<file path="src/rtl/fp_mul_arbiter.sv">
// fp_mul_arbiter
//   Round-robin scheduler sharing one sequential FP multiplier between N
//   requesters. The winner's operands are captured on the grant edge and held
//   on fp_a/fp_b until the next grant. A watchdog aborts an operation whose
//   done never arrives and returns a quiet NaN with res_err set.
//
// Ports
//   clk        rising-edge clock
//   rst        asynchronous, active-low reset
//   req        per-requester request level [N]
//   a_bus      operand A, requester i in bits [32i+31:32i]
//   b_bus      operand B, same packing
//   gnt        one-hot grant, high during the ISSUE cycle
//   fp_start   one-cycle start pulse to the multiplier
//   fp_a/fp_b  registered operands to the multiplier
//   fp_done    multiplier completion, honoured only in WAIT
//   fp_result  multiplier product, valid with fp_done
//   res_valid  one-cycle result strobe (RESP state)
//   res_id     requester owning the result
//   res_data   product, or 32'h7FC00000 on timeout
//   res_err    timeout flag, qualified by res_valid
//   busy       high whenever the scheduler is not IDLE
module fp_mul_arbiter #(
  parameter int N       = 4,
  parameter int IDW     = $clog2(N),
  parameter int TIMEOUT = 64
) (
  input  logic              clk,
  input  logic              rst,
  input  logic [N-1:0]      req,
  input  logic [N*32-1:0]   a_bus,
  input  logic [N*32-1:0]   b_bus,
  output logic [N-1:0]      gnt,
  output logic              fp_start,
  output logic [31:0]       fp_a,
  output logic [31:0]       fp_b,
  input  logic              fp_done,
  input  logic [31:0]       fp_result,
  output logic              res_valid,
  output logic [IDW-1:0]    res_id,
  output logic [31:0]       res_data,
  output logic              res_err,
  output logic              busy
);

  typedef enum logic [1:0] {IDLE, ISSUE, WAIT, RESP} state_t;

  localparam int             TW      = $clog2(TIMEOUT);
  localparam logic [TW-1:0]  TMAX    = TW'(TIMEOUT - 1);
  localparam int             SW      = IDW + 1;
  localparam logic [31:0]    QNAN    = 32'h7FC0_0000;

  state_t           state_q, state_d;
  logic [IDW-1:0]   last_q, last_d;
  logic [TW-1:0]    timer_q, timer_d;
  logic [31:0]      fp_a_q, fp_a_d;
  logic [31:0]      fp_b_q, fp_b_d;
  logic [IDW-1:0]   res_id_q, res_id_d;
  logic [31:0]      res_data_q, res_data_d;
  logic             res_err_q, res_err_d;

  // Unpack the operand buses into per-requester words.
  logic [31:0] a_arr [N];
  logic [31:0] b_arr [N];

  genvar gi;
  generate
    for (gi = 0; gi < N; gi++) begin : g_unpack
      assign a_arr[gi] = a_bus[32*gi +: 32];
      assign b_arr[gi] = b_bus[32*gi +: 32];
    end
  endgenerate

  // Round-robin pick: scan last+1, last+2, ... wrapping modulo N. The sum is
  // one bit wider than the id so last+N never overflows before the wrap.
  logic [IDW-1:0] win;
  logic           any_req;
  logic [SW-1:0]  cand;

  always_comb begin
    win     = last_q;
    any_req = 1'b0;
    cand    = '0;
    for (int k = 1; k <= N; k++) begin
      cand = {1'b0, last_q} + SW'(k);
      if (cand >= SW'(N)) cand = cand - SW'(N);
      if (!any_req && req[cand[IDW-1:0]]) begin
        any_req = 1'b1;
        win     = cand[IDW-1:0];
      end
    end
  end

  // State register
  always_ff @(posedge clk or negedge rst) begin
    if (!rst) state_q <= IDLE;
    else      state_q <= state_d;
  end

  // Next-state logic; fp_done has priority over the watchdog.
  always_comb begin
    state_d = state_q;
    case (state_q)
      IDLE:    if (any_req) state_d = ISSUE;
      ISSUE:   state_d = WAIT;
      WAIT:    if (fp_done || (timer_q == TMAX)) state_d = RESP;
      RESP:    state_d = IDLE;
      default: state_d = IDLE;
    endcase
  end

  // Moore outputs
  always_comb begin
    gnt       = '0;
    fp_start  = 1'b0;
    res_valid = 1'b0;
    busy      = (state_q != IDLE);
    case (state_q)
      ISSUE: begin
        gnt[res_id_q] = 1'b1;
        fp_start      = 1'b1;
      end
      RESP:    res_valid = 1'b1;
      default: ;
    endcase
  end

  // Datapath next-state. Operands only move on the IDLE grant edge, and the
  // multiplier result is only looked at in WAIT, so stray done pulses and
  // operand bus activity elsewhere are harmless.
  always_comb begin
    last_d     = last_q;
    timer_d    = timer_q;
    fp_a_d     = fp_a_q;
    fp_b_d     = fp_b_q;
    res_id_d   = res_id_q;
    res_data_d = res_data_q;
    res_err_d  = res_err_q;
    case (state_q)
      IDLE: begin
        if (any_req) begin
          fp_a_d   = a_arr[win];
          fp_b_d   = b_arr[win];
          res_id_d = win;
          last_d   = win;
        end
      end
      ISSUE: timer_d = '0;
      WAIT: begin
        if (fp_done) begin
          res_data_d = fp_result;
          res_err_d  = 1'b0;
        end else if (timer_q == TMAX) begin
          res_data_d = QNAN;
          res_err_d  = 1'b1;
        end else begin
          timer_d = timer_q + TW'(1);
        end
      end
      default: ;
    endcase
  end

  // Datapath registers; the pointer resets to N-1 so requester 0 wins first.
  always_ff @(posedge clk or negedge rst) begin
    if (!rst) begin
      last_q     <= IDW'(N - 1);
      timer_q    <= '0;
      fp_a_q     <= '0;
      fp_b_q     <= '0;
      res_id_q   <= '0;
      res_data_q <= '0;
      res_err_q  <= 1'b0;
    end else begin
      last_q     <= last_d;
      timer_q    <= timer_d;
      fp_a_q     <= fp_a_d;
      fp_b_q     <= fp_b_d;
      res_id_q   <= res_id_d;
      res_data_q <= res_data_d;
      res_err_q  <= res_err_d;
    end
  end

  assign fp_a     = fp_a_q;
  assign fp_b     = fp_b_q;
  assign res_id   = res_id_q;
  assign res_data = res_data_q;
  assign res_err  = res_err_q;

endmodule

</file>
<file path="config.mk">
export PLATFORM = sky130hd
export DESIGN_NAME = fp_mul_arbiter
export DESIGN_NICKNAME = d
export VERILOG_FILES = /design/src/rtl/fp_mul_arbiter.sv
export SDC_FILE = /design/constraint.sdc
export NUM_CORES = 1
export LEC_CHECK = 0
export BUFFER_PORTS_ARGS = -buffer_cell sky130_fd_sc_hd__clkbuf_2
export CAP_MARGIN = 10
export CORE_AREA = 5 5 152 154
export CTS_CLUSTER_SIZE = 30
export DETAILED_ROUTE_END_ITERATION = 10
export DIE_AREA = 0 0 157 159
export SYNTH_ARGS = -nofsm -noshare
export SYNTH_HDL_FRONTEND = slang
export SYNTH_SLANG_ARGS = --single-unit
</file>
<file path="constraint.sdc">
create_clock -name clk -period 2.55 [get_ports clk]
set_input_delay 0.51 -clock clk [delete_from_list [all_inputs] [get_ports clk]]
set_output_delay 0.51 -clock clk [all_outputs]
set_load 0.005 [all_outputs]
</file>
After elaboration in Yosys (flattened, before gate mapping)
Cells that the tools add are included.
{"block": "totals", "output_inout_bits": 106, "input_bits": 295, "ff_bits": 109, "word_cells": 94}
{"block": "op_classes", "eq_ne": 8, "reduce_logical": 16, "order_cmp": 11, "bitwise_logic": 1, "n_addsub": 9, "mux": 41}
{"operator": "$mux 32", "count": 6}
{"operator": "$bmux 32 s2", "count": 2}
{"operator": "$mux 2", "count": 10}
{"operator": "$ge 3x3->1 const B", "count": 5}
{"operator": "$lt 2x3->1 const B", "count": 5}
{"operator": "$mux 1", "count": 13}
{"operator": "$mux 6", "count": 2}
{"operator": "$pmux 6 s2", "count": 1}
{"operator": "$bmux 1 s2", "count": 4}
{"operator": "$ne 2x2->1 const B", "count": 4}
{"operator": "$pmux 2 s4", "count": 1}
{"operator": "$sub 2x1->2 const B", "count": 4}
{"operator": "$add 2x2->3 const B", "count": 2}
{"operator": "$add 6x1->6 const B", "count": 1}
{"operator": "$eq 6x6->1 const B", "count": 1}
{"operator": "$reduce_and 2->1", "count": 3}
{"operator": "$reduce_bool 2->1", "count": 3}
{"operator": "$eq 2x2->1 const B", "count": 2}
{"operator": "$logic_and 1x1->1", "count": 4}
{"operator": "$mux 4", "count": 1}
{"operator": "$add 2x1->3 const B", "count": 1}
{"operator": "$add 2x3->3 const B", "count": 1}
{"operator": "$logic_not 1->1", "count": 3}
{"operator": "$not 2->3", "count": 1}
{"operator": "6 further kinds", "count": 6}

Logic depth before layout (Yosys ltp)
Gate-level depths: netlist of the first run.
{"block": "depth", "ltp_word": 19, "ltp_mapped": 8, "ltp_nobuf": 7}

Worst setup path before layout of the first run
Ideal clock, no wire load.
{"block": "synth_timing", "path_type": "reg-to-reg", "start": "register last_q[0]", "end": "register fp_a_q[0] (netlist: fp_a[0])", "t_arrival_ps": 1704, "setup_time_ps": 133, "path_stages_with_launch": 8, "synth_period_minus_slack_ps": 1837, "path_buffers": 2, "setup_slack_ps": 713, "required_ps": 2417, "cell_sequence": "dfstp_2 > nand2b_2 > o21ai_2 > a221oi_4 > buf_12 > buf_12 > mux2i_1 > o221ai_2"}
{"block": "synth_between", "elab_chain_len": 19, "word_cells_on_any_way": 43, "classes_between": "add/sub (8); order compare (4); mux (23); bitwise (1); reduce/logical (7)"}
{"item": "from (decl)", "line_no": "54", "rtl": "logic [IDW-1:0] last_q, last_d;"}
{"item": "from (signal assigned)", "line_no": "167", "rtl": "last_q <= IDW'(N - 1);"}
{"item": "from (signal assigned)", "line_no": "175", "rtl": "last_q <= last_d;"}
{"item": "$add 2x1->3", "line_no": "85", "rtl": "cand = {1'b0, last_q} + SW'(k);"}
{"item": "$ge 3x3->1 or $sub 2x1->2 (tied branches)", "line_no": "86", "rtl": "if (cand >= SW'(N)) cand = cand - SW'(N);"}
{"item": "$mux 2", "line_no": "86"}
{"item": "$bmux 1 s2", "line_no": "87", "rtl": "if (!any_req && req[cand[IDW-1:0]]) begin"}
{"item": "$mux 1 (not written as such)", "line_no": "87"}
{"item": "$mux 1", "line_no": "87"}
{"item": "$logic_not 1->1", "line_no": "87"}
{"item": "$logic_and 1x1->1", "line_no": "87"}
{"item": "(+2 left out)"}
{"item": "$logic_and 1x1->1", "line_no": "87"}
{"item": "$mux 1", "line_no": "87"}
{"item": "$logic_not 1->1", "line_no": "87"}
{"item": "$logic_and 1x1->1", "line_no": "87"}
{"item": "$mux 2", "line_no": "87"}
{"item": "$not 2->3 (not written as such)", "line_no": "142", "rtl": "fp_a_d = a_arr[win];"}
{"item": "$bmux 32 s2", "line_no": "142"}
{"item": "$mux 32 (not written as such) (2 in a row)", "line_no": "142"}
{"item": "to (signal assigned)", "line_no": "177", "rtl": "fp_a_q <= fp_a_d;"}
{"item": "to (decl)", "line_no": "56", "rtl": "logic [31:0] fp_a_q, fp_a_d;"}
Parallel ways exist; a longest one is shown, timed or not. The select of a mux whose other input is x is not followed.
A chain may end at the register's enable or synchronous reset.

Worst setup path after layout of the first run
{"block": "layout_timing", "start": "register last_q[0]", "end": "register fp_a_q[2] (netlist: fp_a[2])"}
Same word-level chain as after synthesis.

==> results.cfg, run 1 <==
[clock_network]
cts.sinks = 109
clockBufferDepth = 2
cts_max_level = 3
tritoncts = done
worst_skew_pair.late_latency_ns = 0.35
ctsRootBufferMaster = clkbuf_16
holdBufCountCts = 0
cts_made_buffers = 9
clk_pin_slew_ns = 0.09
cts_setup_buffers = 0
cts_resized = 0

[setup_path]
worstPathRequired_ns = 2.77
worstSetupEndpointType = flip-flop
worstRegToRegCells = 7
r2r-end = fp_a[2]$_DFFE_PN0P_
rr_startpoint = last_q[0]$_DFFE_PN1P_
path_max_fanout = 30
startpoint_type = flip-flop
path_class = reg -> reg
critical_path_arrival_ns = 2.50
reg2reg_slack_ns = 0.28

[die]
io_pins = 401
fp.dieW_um = 157
num_rows = 54
initial_core_util = 0.295
die_area_um2 = 25000
die_h_um = 159
coreArea_um2 = 21600

[run_status]
status = finished clean

[synth]
async_flop_share = 1.00
synth-seq-cells = 109
netlist_area_um2 = 6360
synthCells = 509
seq_area_frac_synth = 0.429
synth_fp_nets = 809
synth_edf_count = 0
syn_avg_cell_area_um2 = 12.5
synth_top_flop_cell = dfrtp_1
synth_top_area_share = 0.421
post_synth_main_area_contributors = dfrtp_1 (42%), mux2i_1 (20%), o221ai_2 (15%)
yosysWarnings = 0
synth_commonest_cells = mux2i_1 (129), dfrtp_1 (107), nand2_1 (77), o221ai_2 (64), a22o_1 (23)
yosysMostFrequentCell = mux2i_1
synth_cell_types = 36
yosysTopAreaCell = dfrtp_1

[cells_and_area]
num-fill-cells = 2096
drive_gt1_frac = 0.564
finish.utilization = 0.413
layout.nets = 1201
final_cell_area_um2 = 8900
diodes = 0
area_growth_pct = 40.0

[drt]
postRouteAntennaNets = 0
via_count = 5600
drt_iter0_drc = 222
drt-total-wl_um = 20300
drc = 0
routed_via_density = 4.72
wl_per_cell_um = 17.1
first_pass_iters = 4

[placement]
gp_congestion = 0.792
postPlaceCellArea_um2 = 8590
port_buffers = 400
dp_hpwl_um = 16000

[sta]
clock_skew_ns = 0.00945
final_hold_viol_count = 0
finalSetupViolations = 0
fmax_ghz = 0.440
fin_setup_tns_ns = 0
relSlewSlack = 0.597
period_needed_ns = 2.27
tightestPinTransition_ns = 0.602
grt_setup_unrepaired = no
finalCritPeriodShare = 0.890
finalMaxSlewViolations = 0

[grt]
antenna_found_initial = 0
overflow = 0
grt_pass1_wl_um = 31600
grt_max_degree = 110
grt_pass1_vias = 6091
gr-usage-all-layers = 0.156

[flow_run]
drv_cap = 0

[power_and_ir_drop]
peakVddDrop_uv = 517
p_total_mw = 10.2
power_density_nw_per_um2 = 1140
leakagePower_nw = 4.76

[min_path]
hold_class = in -> async
placed cells by master, fill, tap and decap left out, types with 5 or more instances in the layout:
cell / n
o221ai_2: 64
nand2_1: 77
clkbuf_2: 399
dfrtp_1: 107
mux2i_1: 129
ha_1: 5
o22a_1: 9
a22o_1: 23
buf_4: 11
buf_12: 10
a21oi_1: 5
clkbuf_16: 9
nor2_1: 11
inv_1: 5
o21ai_0: 6
routing by layer:
layer  up-vias  global-route usage  wire length (um)
met5         -                   0                 0
met4         0              0.0323               197
met3        11              0.0432              1760
met2       229               0.275             10000
met1      2638               0.188              8280
li1       2722                   -                 -
per-stage QoR:
stage / hold slack, ns / worst slack, ns / std cells
after floorplan: 0.214 / 0.713 / 509
after global placement: 0.471 / 0.254 / 1170
after detailed placement: 0.470 / 0.253 / 1170
after CTS: 0.236 / 0.252 / 1186
after global routing: 0.260 / 0.179 / 1186
final: 0.232 / 0.280 / 1186
cell type report:
| cell class | instances | area (um2) | share of cell area |
|---|---|---|---|
| Inverter | 5 | 18.8 | 0.00211 |
| Sequential cell | 109 | 2730 | 0.307 |
| Timing Repair Buffer | 420 | 2280 | 0.256 |
| Tap cell | 280 | 350 | 0.0394 |
| Multi-Input combinational cell | 356 | 3210 | 0.361 |
| Clock buffer | 9 | 225 | 0.0253 |
| Clock inverter | 7 | 88.8 | 0.00998 |
state kept, by name, indices dropped and copies added (netlist names):
register,count
res_err,1
res_id,2
state_q,2
res_data,32
timer_q,6
last_q,2
fp_b,32
fp_a,32
worst max-delay path by stage:
stage                           from  cells past startpoint  slack [ns]                  end
5_1_grt        last_q[0]$_DFFE_PN1P_                      7        0.18  fp_a[2]$_DFFE_PN0P_
3_5_place_dp                  req[1]                      8        0.25  fp_a[2]$_DFFE_PN0P_
4_1_cts        last_q[0]$_DFFE_PN1P_                      7        0.25  fp_a[2]$_DFFE_PN0P_
3_3_place_gp                  req[1]                      8        0.25  fp_a[2]$_DFFE_PN0P_
2_1_floorplan  last_q[0]$_DFFE_PN1P_                      7        0.71  fp_a[0]$_DFFE_PN0P_
6_report       last_q[0]$_DFFE_PN1P_                      7        0.28  fp_a[2]$_DFFE_PN0P_
logic make-up (layout without fill, tap and decap cells):
logic type / count (synthesis) / count (layout) / synth area share
compound gates: 114 / 114 / 0.216
xor+xnor: 1 / 1 / 0.00138
fa+ha+maj: 5 / 5 / 0.00984
buf+inv: 44 / 441 / 0.0681
flops: 109 / 109 / 0.429
mux: 129 / 129 / 0.203
simple gates: 107 / 107 / 0.0718
worst max-delay path, cell delays in order (launching register included):
cell and delay [ns]:
dfstp_2 0.59, nand2b_2 0.15, o21ai_2 0.07, a221oi_4 0.35
buf_12 0.28, buf_12 0.22, mux2i_1 0.34, o221ai_2 0.13
power breakdown:
group          switching, mW  internal, mW  total, mW
combinational           2.86          2.75       5.61
sequential             0.510          2.57       3.08
clock                  0.760         0.721       1.48
total                   4.13          6.04       10.2
No activity file was read; power rests on OpenSTA's default activity.
==> inputs of run 2 (changes only) <==
Settings changed: ABC_AREA set to 1, CORE_AREA 5 5 152 154 to 5 5 153 155, DIE_AREA 0 0 157 159 to 0 0 158 160.
==> results.cfg, run 2 <==
[setup_path]
r2r-end = fp_b[26]$_DFFE_PN0P_
startpoint_type = flip-flop
path_class = reg -> reg
rr_startpoint = last_q[0]$_DFFE_PN1P_
cp-startpoint = last_q[0]$_DFFE_PN1P_
worstRegToRegCells = 14
endpoint = fp_b[26]$_DFFE_PN0P_
reg2reg_slack_ns = 0.30
worstPathRequired_ns = 2.80
worstSetupEndpointType = flip-flop
path_max_fanout = 34
critical_path_arrival_ns = 2.50

[clock_network]
holdBufCountCts = 0
tritoncts = done
cts.sinks = 109
cts_made_buffers = 9
worst_skew_pair.late_latency_ns = 0.36
cts_resized = 0
clockBufferDepth = 2
cts_max_level = 3
cts_setup_buffers = 0
clk_pin_slew_ns = 0.08
ctsRootBufferMaster = clkbuf_16

[sta]
relSlewSlack = 0.487
finalCritPeriodShare = 0.881
period_needed_ns = 2.25
fin_setup_tns_ns = 0
finalMaxSlewViolations = 0
tightestPinTransition_ns = 0.769
final_hold_viol_count = 0
finalSetupViolations = 0
clock_skew_ns = 0.00924
fmax_ghz = 0.445
grt_setup_unrepaired = no

[die]
initial_core_util = 0.336
fp.dieW_um = 158
die_h_um = 160
num_rows = 54
io_pins = 401
die_area_um2 = 25300
coreArea_um2 = 21700

[grt]
grt_pass1_vias = 8374
gr-usage-all-layers = 0.219
grt_pass1_wl_um = 44100
overflow = 0
antenna_found_initial = 2
grt_max_degree = 66

[synth]
synth_cell_types = 24
synth_top_flop_cell = dfrtp_1
seq_area_frac_synth = 0.375
post_synth_main_area_contributors = dfrtp_1 (37%), nand2_1 (22%), nand3_1 (18%)
synth_fp_nets = 1405
synth_top_area_share = 0.368
netlist_area_um2 = 7290
synth_edf_count = 0
yosysMostFrequentCell = nand2_1
synth-seq-cells = 109
yosysWarnings = 0
async_flop_share = 1.00
synthCells = 1105
syn_avg_cell_area_um2 = 6.59
yosysTopAreaCell = dfrtp_1
synth_commonest_cells = nand2_1 (427), nand3_1 (268), inv_1 (144), dfrtp_1 (107), buf_2 (30)

[placement]
dp_hpwl_um = 21100
port_buffers = 400
gp_congestion = 0.847

[cells_and_area]
layout.nets = 1764
final_common_cell = nand2_1
final_cell_mix = nand2_1 (425), clkbuf_2 (399), nand3_1 (268)
num-fill-cells = 2331
area_growth_pct = 34.0
drive_gt1_frac = 0.312

[drt]
drt-total-wl_um = 28200
first_pass_iters = 6
drc = 0
drt_iter0_drc = 480
postRouteAntennaNets = 0
routed_via_density = 4.81
wl_per_cell_um = 16.1
via_count = 8416

[flow_run]
drv_cap = 0

[power_and_ir_drop]
leakagePower_nw = 6.07
peakVddDrop_uv = 1490
power_density_nw_per_um2 = 1570
p_total_mw = 15.3

[run_status]
status = finished clean

[min_path]
hold_class = in -> async
==> run 2: cells by family (layout without fill, tap and decap cells) <==
| logic type | count (synthesis) | after routing | synth area share |
|---|---|---|---|
| compound gates | 47 | 47 | 0.0491 |
| fa+ha+maj | 5 | 5 | 0.00859 |
| buf+inv | 223 | 587 | 0.142 |
| flops | 109 | 109 | 0.375 |
| mux | 1 | 1 | 0.00137 |
| other cells | 0 | 2 | 0 |
| simple gates | 720 | 720 | 0.424 |
==> run 2: per-stage QoR <==
| stage | worst slack (ns) | hold WS (ns) | cells | area [um2] | utilization |
|---|---|---|---|---|---|
| after CTS | 0.237 | 0.123 | 1749 | 9750 | 0.450 |
| after detailed placement | 0.258 | 0.465 | 1733 | 9430 | 0.435 |
| after floorplan | 0.690 | 0.214 | 1105 | 7290 | - |
| after global routing | 0.0816 | 0.150 | 1751 | 9760 | 0.450 |
| final | 0.302 | 0.117 | 1751 | 9760 | 0.450 |
| after global placement | 0.316 | 0.463 | 1733 | 9430 | 0.435 |
==> run 2: worst min-delay path by stage <==
stage	endpoint	slack [ns]	cells past startpoint
6_report	fp_a[26]$_DFFE_PN0P_	0.12	1
5_1_grt	fp_a[26]$_DFFE_PN0P_	0.15	1
4_1_cts	fp_a[26]$_DFFE_PN0P_	0.12	1
3_5_place_dp	fp_a[8]$_DFFE_PN0P_	0.47	2
3_3_place_gp	fp_b[31]$_DFFE_PN0P_	0.46	2
2_1_floorplan	fp_a[0]$_DFFE_PN0P_	0.21	0
==> run 2: area by class of cell <==
class                   instances  area (um2)  share of cell area
diodes                          2        5.00            0.000513
clock inverters                 7        93.8             0.00961
inverters                     150         568              0.0582
multi-input cells             773        3520               0.361
clock buffers                   9         225              0.0231
flip-flops and latches        109        2730               0.280
repair buffers                421        2270               0.232
well taps                     280         350              0.0359
==> run 2: critical path, stage by stage, from the launching register on <==
cell and delay [ns]:
dfstp_2 0.66, inv_6 0.07, nand2_1 0.08, nand2_2 0.07, nand2_1 0.07, nand2_1 0.06
inv_2 0.11, nand2_2 0.08, nand2_2 0.09, buf_4 0.38, nand3_1 0.16, nand2_1 0.10
nand2_1 0.05, nand3_1 0.08, nand2_1 0.05
==> run 2: power by group <==
part           switching (mW)  leakage [nW]  internal, mW
Combinational            6.95          4.58          3.77
Clock                   0.710         0.156         0.787
Sequential              0.516          1.33          2.61
==> run 2: routing by layer <==
| metal | global-route usage | up-vias | share of wire |
|---|---|---|---|
| met2 | 0.371 | 334 | 0.49 |
| met1 | 0.270 | 3832 | 0.40 |
| met3 | 0.0425 | 50 | 0.080 |
| met5 | 0 | - | 0 |
| li1 | - | 4200 | - |
| met4 | 0.0903 | 0 | 0.029 |
